## config.mk

```make
export PLATFORM = sky130hd
export DESIGN_NAME = spdif_sample_writer
export DESIGN_NICKNAME = d
export VERILOG_FILES = /design/src/rtl/spdif_sample_writer.sv
export SDC_FILE = /design/constraint.sdc
export NUM_CORES = 1
export LEC_CHECK = 0
export CELL_PAD_IN_SITES_DETAIL_PLACEMENT = 1
export CELL_PAD_IN_SITES_GLOBAL_PLACEMENT = 2
export CORE_ASPECT_RATIO = 1.5
export CORE_MARGIN = 2
export CORE_UTILIZATION = 35
export CTS_CLUSTER_SIZE = 28
export DETAILED_ROUTE_END_ITERATION = 8
export DONT_BUFFER_PORTS = 1
export PLACE_DENSITY = 0.87
export SETUP_SLACK_MARGIN = 0.05
export SYNTH_ARGS = -nofsm -noshare
export SYNTH_HDL_FRONTEND = slang
export SYNTH_SLANG_ARGS = --single-unit
export TNS_END_PERCENT = 10
```

## constraint.sdc

```tcl
create_clock -name wb_clk_i -period 5.9 [get_ports wb_clk_i]
set_input_delay 0.885 -clock wb_clk_i [delete_from_list [all_inputs] [get_ports wb_clk_i]]
set_output_delay 0.885 -clock wb_clk_i [all_outputs]
set_load 0.01 [all_outputs]
```

## src/rtl/spdif_sample_writer.sv

```systemverilog
// spdif_sample_writer
//   Wishbone master that stores decoded S/PDIF stereo frames into a 16-bit
//   block RAM organised as a ring buffer of DEPTH = 1<<ADDR_WIDTH words.
//   Each accepted frame is written as consecutive words at the write pointer;
//   the decoder is back-pressured when the ring cannot hold another frame.
//
//   Build option: SPDIF_WRITER_FULL24_EN
//     undefined : 2 words per frame, sample[23:8] per channel (truncated)
//     defined   : 4 words per frame, per channel hi word sample[23:8] (sel 11)
//                 then lo word {8'h00,sample[7:0]} (sel 01)
//
// Ports
//   wb_clk_i, wb_rst_n_i   clock, synchronous active-low reset
//   s_valid_i/s_ready_o    decoder frame handshake
//   s_left_i, s_right_i    24-bit two's complement samples
//   rd_ptr_i               consumer read pointer (word index)
//   wr_ptr_o               next word index to be written
//   level_o                (wr_ptr - rd_ptr) mod DEPTH
//   full_o                 no room for one more frame
//   frame_cnt_o            completed frames (wraps)
//   wbm_*                  Wishbone master write port
module spdif_sample_writer #(
  parameter int unsigned ADDR_WIDTH = 14,
  parameter logic [31:0] BASE_ADDR  = 32'h0
) (
  input  logic                  wb_clk_i,
  input  logic                  wb_rst_n_i,
  input  logic                  s_valid_i,
  output logic                  s_ready_o,
  input  logic [23:0]           s_left_i,
  input  logic [23:0]           s_right_i,
  input  logic [ADDR_WIDTH-1:0] rd_ptr_i,
  output logic [ADDR_WIDTH-1:0] wr_ptr_o,
  output logic [ADDR_WIDTH-1:0] level_o,
  output logic                  full_o,
  output logic [15:0]           frame_cnt_o,
  output logic                  wbm_cyc_o,
  output logic                  wbm_stb_o,
  output logic                  wbm_we_o,
  output logic [1:0]            wbm_sel_o,
  output logic [31:0]           wbm_adr_o,
  output logic [15:0]           wbm_dat_o,
  input  logic                  wbm_ack_i
);

  localparam int unsigned DEPTH = 1 << ADDR_WIDTH;
`ifdef SPDIF_WRITER_FULL24_EN
  localparam int unsigned WPF = 4;
`else
  localparam int unsigned WPF = 2;
`endif
  localparam int unsigned FULL_LIM = DEPTH - 1 - WPF;

`ifdef SPDIF_WRITER_FULL24_EN
  typedef enum logic [2:0] {S_IDLE, S_WR_LH, S_WR_LL, S_WR_RH, S_WR_RL} state_t;
  localparam state_t S_FIRST = S_WR_LH;
`else
  typedef enum logic [2:0] {S_IDLE, S_WR_L, S_WR_R} state_t;
  localparam state_t S_FIRST = S_WR_L;
`endif

  state_t                  state_q, state_d;
  logic [23:0]             left_q, left_d, right_q, right_d;
  logic [ADDR_WIDTH-1:0]   wr_ptr_q, wr_ptr_d;
  logic [15:0]             frame_cnt_q, frame_cnt_d;
  logic                    cyc_q, cyc_d, stb_q, stb_d;
  logic [1:0]              sel_q, sel_d;
  logic [31:0]             adr_q, adr_d;
  logic [15:0]             dat_q, dat_d;
  logic                    rst_done_q;
  logic [ADDR_WIDTH-1:0]   level;
  logic                    full;
  logic                    accept;
  logic [15:0]             word_dat;
  logic [1:0]              word_sel;

  // Fill level and back-pressure; ready is held low until the cycle after reset
  assign level     = wr_ptr_q - rd_ptr_i;
  assign full      = 32'(level) > FULL_LIM;
  assign s_ready_o = rst_done_q & (state_q == S_IDLE) & ~full;
  assign accept    = s_valid_i & s_ready_o;

  // Next state and frame bookkeeping
  always_comb begin
    state_d     = state_q;
    left_d      = left_q;
    right_d     = right_q;
    wr_ptr_d    = wr_ptr_q;
    frame_cnt_d = frame_cnt_q;
    cyc_d       = cyc_q;
    stb_d       = stb_q;
    case (state_q)
      S_IDLE: begin
        if (accept) begin
          left_d  = s_left_i;
          right_d = s_right_i;
          state_d = S_FIRST;
          cyc_d   = 1'b1;
          stb_d   = 1'b1;
        end
      end
      default: begin
        if (wbm_ack_i) begin
          wr_ptr_d = wr_ptr_q + ADDR_WIDTH'(1);
          case (state_q)
`ifdef SPDIF_WRITER_FULL24_EN
            S_WR_LH: state_d = S_WR_LL;
            S_WR_LL: state_d = S_WR_RH;
            S_WR_RH: state_d = S_WR_RL;
`else
            S_WR_L:  state_d = S_WR_R;
`endif
            default: state_d = S_IDLE;
          endcase
          if (state_d == S_IDLE) begin
            cyc_d       = 1'b0;
            stb_d       = 1'b0;
            frame_cnt_d = frame_cnt_q + 16'd1;
          end
        end
      end
    endcase
  end

  // Data word and byte selects for the word about to be presented
  always_comb begin
    word_dat = 16'h0000;
    word_sel = 2'b00;
    case (state_d)
`ifdef SPDIF_WRITER_FULL24_EN
      S_WR_LH: begin word_dat = left_d[23:8];           word_sel = 2'b11; end
      S_WR_LL: begin word_dat = {8'h00, left_d[7:0]};   word_sel = 2'b01; end
      S_WR_RH: begin word_dat = right_d[23:8];          word_sel = 2'b11; end
      S_WR_RL: begin word_dat = {8'h00, right_d[7:0]};  word_sel = 2'b01; end
`else
      S_WR_L:  begin word_dat = left_d[23:8];           word_sel = 2'b11; end
      S_WR_R:  begin word_dat = right_d[23:8];          word_sel = 2'b11; end
`endif
      default: ;
    endcase
  end

`ifndef SPDIF_WRITER_FULL24_EN
  // Sample LSBs are truncated in the 16-bit build
  logic unused_lsbs;
  assign unused_lsbs = ^{left_d[7:0], right_d[7:0]};
`endif

  // Bus payload reloads only when entering a new write state, so it holds until ack
  always_comb begin
    adr_d = adr_q;
    dat_d = dat_q;
    sel_d = sel_q;
    if ((state_d != S_IDLE) && (state_d != state_q)) begin
      adr_d = BASE_ADDR + (32'(wr_ptr_d) << 1);
      dat_d = word_dat;
      sel_d = word_sel;
    end
  end

  // State and output registers
  always_ff @(posedge wb_clk_i) begin
    if (!wb_rst_n_i) begin
      state_q     <= S_IDLE;
      left_q      <= 24'h0;
      right_q     <= 24'h0;
      wr_ptr_q    <= '0;
      frame_cnt_q <= 16'h0;
      cyc_q       <= 1'b0;
      stb_q       <= 1'b0;
      sel_q       <= 2'b00;
      adr_q       <= 32'h0;
      dat_q       <= 16'h0;
      rst_done_q  <= 1'b0;
    end else begin
      state_q     <= state_d;
      left_q      <= left_d;
      right_q     <= right_d;
      wr_ptr_q    <= wr_ptr_d;
      frame_cnt_q <= frame_cnt_d;
      cyc_q       <= cyc_d;
      stb_q       <= stb_d;
      sel_q       <= sel_d;
      adr_q       <= adr_d;
      dat_q       <= dat_d;
      rst_done_q  <= 1'b1;
    end
  end

  assign wr_ptr_o    = wr_ptr_q;
  assign level_o     = level;
  assign full_o      = full;
  assign frame_cnt_o = frame_cnt_q;
  assign wbm_cyc_o   = cyc_q;
  assign wbm_stb_o   = stb_q;
  assign wbm_we_o    = stb_q;
  assign wbm_sel_o   = sel_q;
  assign wbm_adr_o   = adr_q;
  assign wbm_dat_o   = dat_q;

endmodule

```

### Word-level counts from Yosys, hierarchy flattened

Index checks and enable logic that the tools add are counted.

| cells by class | value |
|---|---|
| $add $sub $neg | 3 |
| $lt $le $gt $ge | 1 |
| eq/ne operators | 5 |
| muxes and demuxes | 19 |
| bitwise operators | 5 |
| reduce and logical (&&, ||, !) cells | 10 |

Operators by type and width:

| kind | count |
|---|---|
| $mux 24 | 4 |
| $pmux 16 s2 | 1 |
| $mux 14 | 2 |
| $add 16x1->16 const B | 1 |
| $mux 3 | 5 |
| $add 14x1->14 const B | 1 |
| $gt 14x14->1 const B | 1 |
| $sub 14x14->14 | 1 |
| $eq 3x1->1 const B | 2 |
| $logic_not 3->1 | 2 |
| $reduce_and 3->1 | 2 |
| $mux 1 | 5 |
| $mux 2 | 2 |
| $reduce_bool 2->1 | 2 |
| $and 1x1->1 | 3 |
| $eq 3x2->1 const B | 1 |
| $ne 3x3->1 | 1 |
| $reduce_bool 3->1 | 1 |
| $ne 2x2->1 const B | 1 |
| $not 1->1 | 2 |
| $reduce_and 2->1 | 1 |
| $reduce_or 2->1 | 1 |
| $logic_and 1x1->1 | 1 |

| word-level totals | value |
|---|---|
| flip-flop bits (word level) | 115 |
| input bits | 66 |
| output and inout bits | 99 |

### Depth between registers and ports, before layout

Gate-level depths: netlist of the first run.

| logic depth | value |
|---|---|
| depth after elaboration | 10 |
| gate-level depth with buffers | 15 |

### Least setup slack after synthesis of the first run

No wires, ideal clock.

| path | value |
|---|---|
| path kind | input port to output port |
| start | input rd_ptr_i[0] |
| end | output s_ready_o |
| data arrival time | 3595 ps |
| path slack | 1420 ps |
| stages on the path | 12 |
| buffers on the path | 2 |
| path through | ha_1 -> inv_1 -> fa_1 -> a211oi_1 -> o211ai_1 -> a211oi_1 -> xnor2_1 -> nand4_1 -> or4b_1 -> buf_6 -> clkbuf_1 -> and3_1 |

| on the way | value |
|---|---|
| word-level cells in the longest chain between the ends | 4 |

Ends and longest elaborated chain:

| what | RTL line | text |
|---|---|---|
| from (decl) | 32 | `input logic [ADDR_WIDTH-1:0] rd_ptr_i,` |
| $sub 14x14->14 | 78 | `assign level = wr_ptr_q - rd_ptr_i;` |
| named net level_o[12] | 34 | `output logic [ADDR_WIDTH-1:0] level_o,` |
| $gt 14x14->1 | 79 | `assign full = 32'(level) > FULL_LIM;` |
| $not 1->1 | 80 | `assign s_ready_o = rst_done_q & (state_q == S_IDLE) & ~full;` |
| $and 1x1->1 | 80 |  |
| to (decl) | 29 | `output logic s_ready_o,` |

The timed path passes the listed nets, and every way through them passes these cells.

### Worst setup path after layout of the first run

Ends and elaborated chain as after synthesis.

==> results of run 1 <==
## cells by family after synthesis
logic type                 Yosys count  synth area share [%]
buffers and inverters               78                  9.17
DFF                                 82                  36.6
other                                1                0.0835
muxes                               16                  4.71
AOI/OAI and AO/OA                  116                  15.6
adders and majority gates           16                  4.63
xor gates and xnor gates            32                  6.24
and+or+nand+nor                    203                  23.0
## registers in the layout, indices dropped and copies added (netlist names)
signal	flops
wbm_stb_o	1
wbm_adr_o	14
wbm_sel_o	1
frame_cnt_o	16
wbm_dat_o	16
right_q	16
wr_ptr_o	14
state_q	3
rst_done_q	1
## critical path: stages
cell and delay [ns]:
ha_1 0.17, inv_1 0.06, fa_1 0.42, a211oi_1 0.33, o211ai_1 0.24, a211oi_1 0.34
xnor2_1 0.28, nand4_1 0.14, or4b_1 0.92, and3_1 0.38
## Yosys cell counts, types with 3 or more instances
cell,count,area (µm²)
dfxtp_1,82,1640
nand3_1,50,250
o21ai_0,41,205
nor2_1,39,146
nand2_1,38,143
a21oi_1,34,170
xor2_1,26,228
clkbuf_1,23,86.3
buf_4,22,165
nor2b_1,20,125
inv_1,19,71.3
a31oi_1,16,100
and2_1,16,100
ha_1,15,188
nand4_1,10,62.6
mux2_4,9,135
and3_1,8,50.1
buf_1,6,22.5
nor3_1,6,30.0
xnor2_1,6,52.6
mux2_2,5,56.3
a211oi_1,4,30.0
a21o_1,4,30.0
o211ai_1,4,30.0
a21boi_0,3,22.5
clkbuf_2,3,15.0
nand2b_1,3,18.8
## final cells by class
cell class	instances	area [µm²]	share of cell area, %
Clock buffer	11	243	5.10
Clock inverter	5	62.6	1.32
Inverter	20	75.1	1.58
Multi-Input combinational cell	401	2500	52.6
Sequential cell	82	1640	34.5
Tap cell	156	195	4.10
Timing Repair Buffer	5	37.5	0.789
## worst max path at each step
stage	slack, ns	cells past startpoint	end	start
after floorplan	1.42	12	s_ready_o	rd_ptr_i[0]
after global placement	0.85	10	s_ready_o	rd_ptr_i[0]
after detailed placement	0.80	11	wbm_adr_o[3]	rd_ptr_i[0]
after CTS	0.80	10	s_ready_o	rd_ptr_i[0]
after global routing	0.66	11	s_ready_o	wr_ptr_o[0]
final	0.84	10	s_ready_o	rd_ptr_i[0]
## routing by layer
metal / track usage [%] / vias up
li1: - / 1789
met1: 18.0 / 1806
met2: 32.8 / 114
met3: 5.17 / 13
met4: 6.45 / 0
met5: 0 / -
## where the power goes
| part | internal [mW] | switching, mW |
|---|---|---|
| clock | 0.342 | 0.232 |
| sequential | 0.569 | 0.0164 |
| combinational | 0.0383 | 0.0735 |
==> metrics.txt, run 1 <==
# rows=50; CP Data Arrival Time=4.18 ns; synthesized flop and latch total=82; Routed met3 length=864 µm; first-pass GRT wire length=19.1 mm; DP Cell Count=664; fin crit share=85.8%; post-route design area=0.00476 mm²; DRC violations left=0; area delta synth->final=5.91%; clock transition at the registers of the reported paths=roughly 0.060 ns; Hold Crit Depth=2; CP endpoint kind=primary output; CTS tree=built; status=completed; grt ovf=0; core area=0.0125 mm²; fin util=38.0%; worst vdd ir=0.0973 mV; Setup crit start kind=primary input; number of synthesized flops with an enable pin=0; CTS Root Cell=clkbuf_16; IO Count=165; shortest period the worst path allows=5.06 ns; register-to-register setup slack=1.25 ns; total power=1.27 mW; post-route ant nets=0; Placer Congestion=0.797; WL met2=6.51 mm; CP required=5.02 ns; initial drt markers=78; Worst-Skew Late Latency=0.34 ns; gate count after technology mapping=544; Leakage=1.86 nW; mapped cell area=0.00449 mm²; commonest cells after routing, fill and taps aside=dfxtp_1, nand3_1, o21ai_0; Worst slew margin=a little under a third; WL/cell=17.8 µm; largest net degree at the start of global routing=53; fraction of layout cells with a size suffix above 1=7.82%; die area=between 0.01 and 0.015 mm²; HP Class=flop to flop; hold slack=a little under 0.5 ns; fill count=1524; post-DR vias/cell=5.47; initial antenna violation count=0; Fin. Hold Viols=0; RSZ-0062 raised after global routing=no; Slew Viols, Final=0; largest buffer count on any clock path=2; CTS Sinks=82; max-cap violation count=0; DRT Pass-1 Iters=4; initial core utilization=approximately 36%; setup TNS=0 ns; actual slew at the worst max-slew pin=1.03 ns; wire length on met1=~4.5 mm; count of cell types in the netlist=53; vias=~3700; Hold Buf Count CTS=0; Detail Placement HPWL=approximately 9 mm; worst reg2reg path startpoint=wr_ptr_o[0]; I/O Buffers=0; R2R Path End=wbm_adr_o[2]; non-filler cells, final=680; Layout Skew=roughly 0.011 ns; cts bufs inserted=9; dpl cell area=between 0.004 and 0.005 mm²; vias in the first global route=3886; dpl ws=around 0.80 ns; fin nets=601; PD cells=267 mW/mm²; n_diodes=0; die width=96.5 µm; final WL=12.1 mm; all-layer global routing usage=17.6%; Yosys warning count=0; Async SR Flop Fraction=0%; most common cell after layout, fill and taps aside=dfxtp_1; postcts setup bufs=0; H-tree depth=3; Crit Path Max Fanout=17; cts repair resizes=0; ys flop type=dfxtp_1; Hold EP=right_q[12]; crit path kind=primary input to primary output; top sig layer=met4; die height=143 µm; Max Clk Rate=0.197 GHz; PnR worst setup slack=0.837 ns; HP Start=right_q[12]; per-instance average area after synthesis=8.25 µm²; final setup fails=0; sequential-to-total area share from yosys stat=36.6%; Reg2Reg Depth=12
(Power assumes the default switching activity.)
==> run 2: changes to the inputs <==
==> constraint.sdc (replaced) <==
create_clock -name wb_clk_i -period 5.9 [get_ports wb_clk_i]
set_input_delay 0.885 -clock wb_clk_i [delete_from_list [all_inputs] [get_ports wb_clk_i]]
set_output_delay 0.885 -clock wb_clk_i [all_outputs]
set_load 0.05 [all_outputs]
==> run 2 against run 1 <==
Net effect: critical path depth increased by 2; via count is 1.3% lower; setup slack lost 0.19 ns; critical path type is now flop to primary output.
==> metrics.txt, run 2 (same netlist as run 1, synthesis figures left out) <==
critical path, cell by cell=inv_1 > ha_1 > inv_1 > fa_1 > a211oi_1 > o211ai_1 > a211oi_1 > xnor2_1 > buf_4 > nand4_1 > or4b_1 > and3_1 (was ha_1 > inv_1 > fa_1 > a211oi_1 > o211ai_1 > a211oi_1 > xnor2_1 > nand4_1 > or4b_1 > and3_1); max-cap violation count=0 (unchanged); final setup fails=0 (unchanged); initial antenna violation count=0 (unchanged); CP endpoint kind=primary output (unchanged); WL/cell=17.0 µm (was 17.8 µm); cts bufs inserted=9 (unchanged); final WL=11.7 mm (was 12.1 mm); n_diodes=0 (unchanged); Layout Skew=0.0107 ns (was 0.0105 ns); initial drt markers=50 (was 78); crit path kind=flop to primary output (was primary input to primary output); # rows=50 (unchanged); HP Class=flop to flop (unchanged); clock transition at the registers of the reported paths=0.06 ns (about the same); most common cell after layout, fill and taps aside=dfxtp_1 (unchanged); CP required=5.02 ns (about the same); Leakage=1.92 nW (was 1.86 nW); die width=96.5 µm (unchanged); DRT Pass-1 Iters=4 (unchanged); CP Data Arrival Time=4.37 ns (was 4.18 ns); actual slew at the worst max-slew pin=1.17 ns (was 1.03 ns); setup TNS=0 ns (unchanged); CP startpoint=wr_ptr_o[0] (was rd_ptr_i[0]); die area=0.0138 mm² (unchanged); I/O Buffers=0 (unchanged); routing usage on met2=32.1% (was 32.8%); post-route ant nets=0 (unchanged); Setup crit start kind=flop (was primary input); fraction of layout cells with a size suffix above 1=10.1% (was 7.82%); post-DR vias/cell=5.32 (was 5.47); total power=1.34 mW (was 1.27 mW); Crit Path Max Fanout=10 (was 17); die height=143 µm (unchanged); cts repair resizes=0 (unchanged); fin nets=613 (was 601); IO Count=165 (unchanged); CTS tree=built (unchanged); area delta synth->final=7.97% (was 5.91%); worst vdd ir=0.110 mV (was 0.0973 mV); largest net degree at the start of global routing=68 (was 53); CTS Root Cell=clkbuf_16 (unchanged); HP Start=right_q[12] (unchanged); grt ovf=0 (unchanged); worst reg2reg path startpoint=wr_ptr_o[0] (unchanged); Fin. Hold Viols=0 (unchanged); vias=3674 (was 3722); Max Clk Rate=0.190 GHz (was 0.197 GHz); Slew Viols, Final=0 (unchanged); critical path's slowest cell=or4b_1 (unchanged); largest buffer count on any clock path=2 (unchanged); PD cells=277 mW/mm² (was 267 mW/mm²); H-tree depth=3 (unchanged); Worst-Skew Late Latency=0.33 ns (was 0.34 ns); M3 GR Usage=4.38% (was 5.17%); all-layer global routing usage=16.6% (was 17.6%); DRC violations left=0 (unchanged); initial core utilization=35.9% (unchanged); CP peak stage delay=0.80 ns (was 0.92 ns); Detail Placement HPWL=8.82 mm (was 9.03 mm); family with the most delay on the worst path=simple AND/OR/NAND/NOR gates (unchanged); met1 Resource Use GR=16.6% (was 18.0%); commonest cells after routing, fill and taps aside=dfxtp_1, nand3_1, o21ai_0 (unchanged); CP bufs+invs=3 (was 1); core area=0.0125 mm² (unchanged); Placer Congestion=0.798 (was 0.797); fin crit share=89.0% (was 85.8%); Hold Buf Count CTS=0 (unchanged); shortest period the worst path allows=5.25 ns (was 5.06 ns); first-pass GRT wire length=18.1 mm (was 19.1 mm); status=completed (unchanged); postcts setup bufs=0 (unchanged); fill count=1540 (was 1524); GRT busiest layer=met2 (unchanged); vias in the first global route=3785 (was 3886); CTS Sinks=82 (unchanged); Worst slew margin=21.8% (was 31.3%); RSZ-0062 raised after global routing=no (unchanged)
[run 2: cell count changes in the layout (fill, tap and decap cells not counted)]
cell,before,now
buf_4,5,17
a311oi_1,1,0
a311oi_2,0,1
clkbuf_1,1,0
[run 2: area by class of cell]
| type | instances | area, µm² | share of cell area, % |
|---|---|---|---|
| clock buffers | 10 | 239 | 4.93 |
| clock inverters | 5 | 62.6 | 1.29 |
| inverters | 20 | 75.1 | 1.55 |
| multi-input cells | 401 | 2510 | 51.7 |
| flip-flops and latches | 82 | 1640 | 33.9 |
| well taps | 156 | 195 | 4.03 |
| repair buffers | 17 | 128 | 2.63 |
[run 2: worst paths after layout]
check / endpoint / cells after the start / slack (ns)
setup / recovery: s_ready_o / 12 / 0.65
hold / removal: wbm_dat_o[4] / 2 / 0.48
setup reg to reg: wbm_adr_o[2] / 13 / 1.16
hold reg to reg: wbm_dat_o[4] / 2 / 0.48
[run 2: through the flow]
stage / utilization (%) / hold slack [ns] / instances / area [µm²] / setup slack (ns)
2_1_floorplan: - / 0.452 / 561 / 4550 / 0.443
3_3_place_gp: 36.3 / 0.460 / 676 / 4550 / 0.796
3_5_place_dp: 36.3 / 0.469 / 676 / 4550 / 0.770
4_1_cts: 38.8 / 0.476 / 691 / 4850 / 0.586
5_1_grt: 38.8 / 0.505 / 691 / 4850 / 0.322
6_report: 38.8 / 0.477 / 691 / 4850 / 0.649
[run 2: power by group]
group          switching [mW]  leakage (nW)  internal (mW)  total (mW)
Sequential             0.0409         0.665          0.569       0.610
Combinational           0.126          1.12         0.0446       0.171
Clock                   0.223         0.141          0.339       0.562
Total                   0.390          1.92          0.953        1.34
[run 2: metal layers]
layer | vias up | wire length, µm
met5 | - | 0
met4 | 0 | 183
met3 | 9 | 826
met2 | 106 | 6310
met1 | 1752 | 4410
li1 | 1807 | -
[run 2: worst min-delay path: cells and delay by family, from the launching register on]
kind / cells / cell delay (ns)
AND/OR/NAND/NOR: 1 / 0.06
AO/OA/AOI/OAI: 1 / 0.07
flip-flops: 1 / 0.31
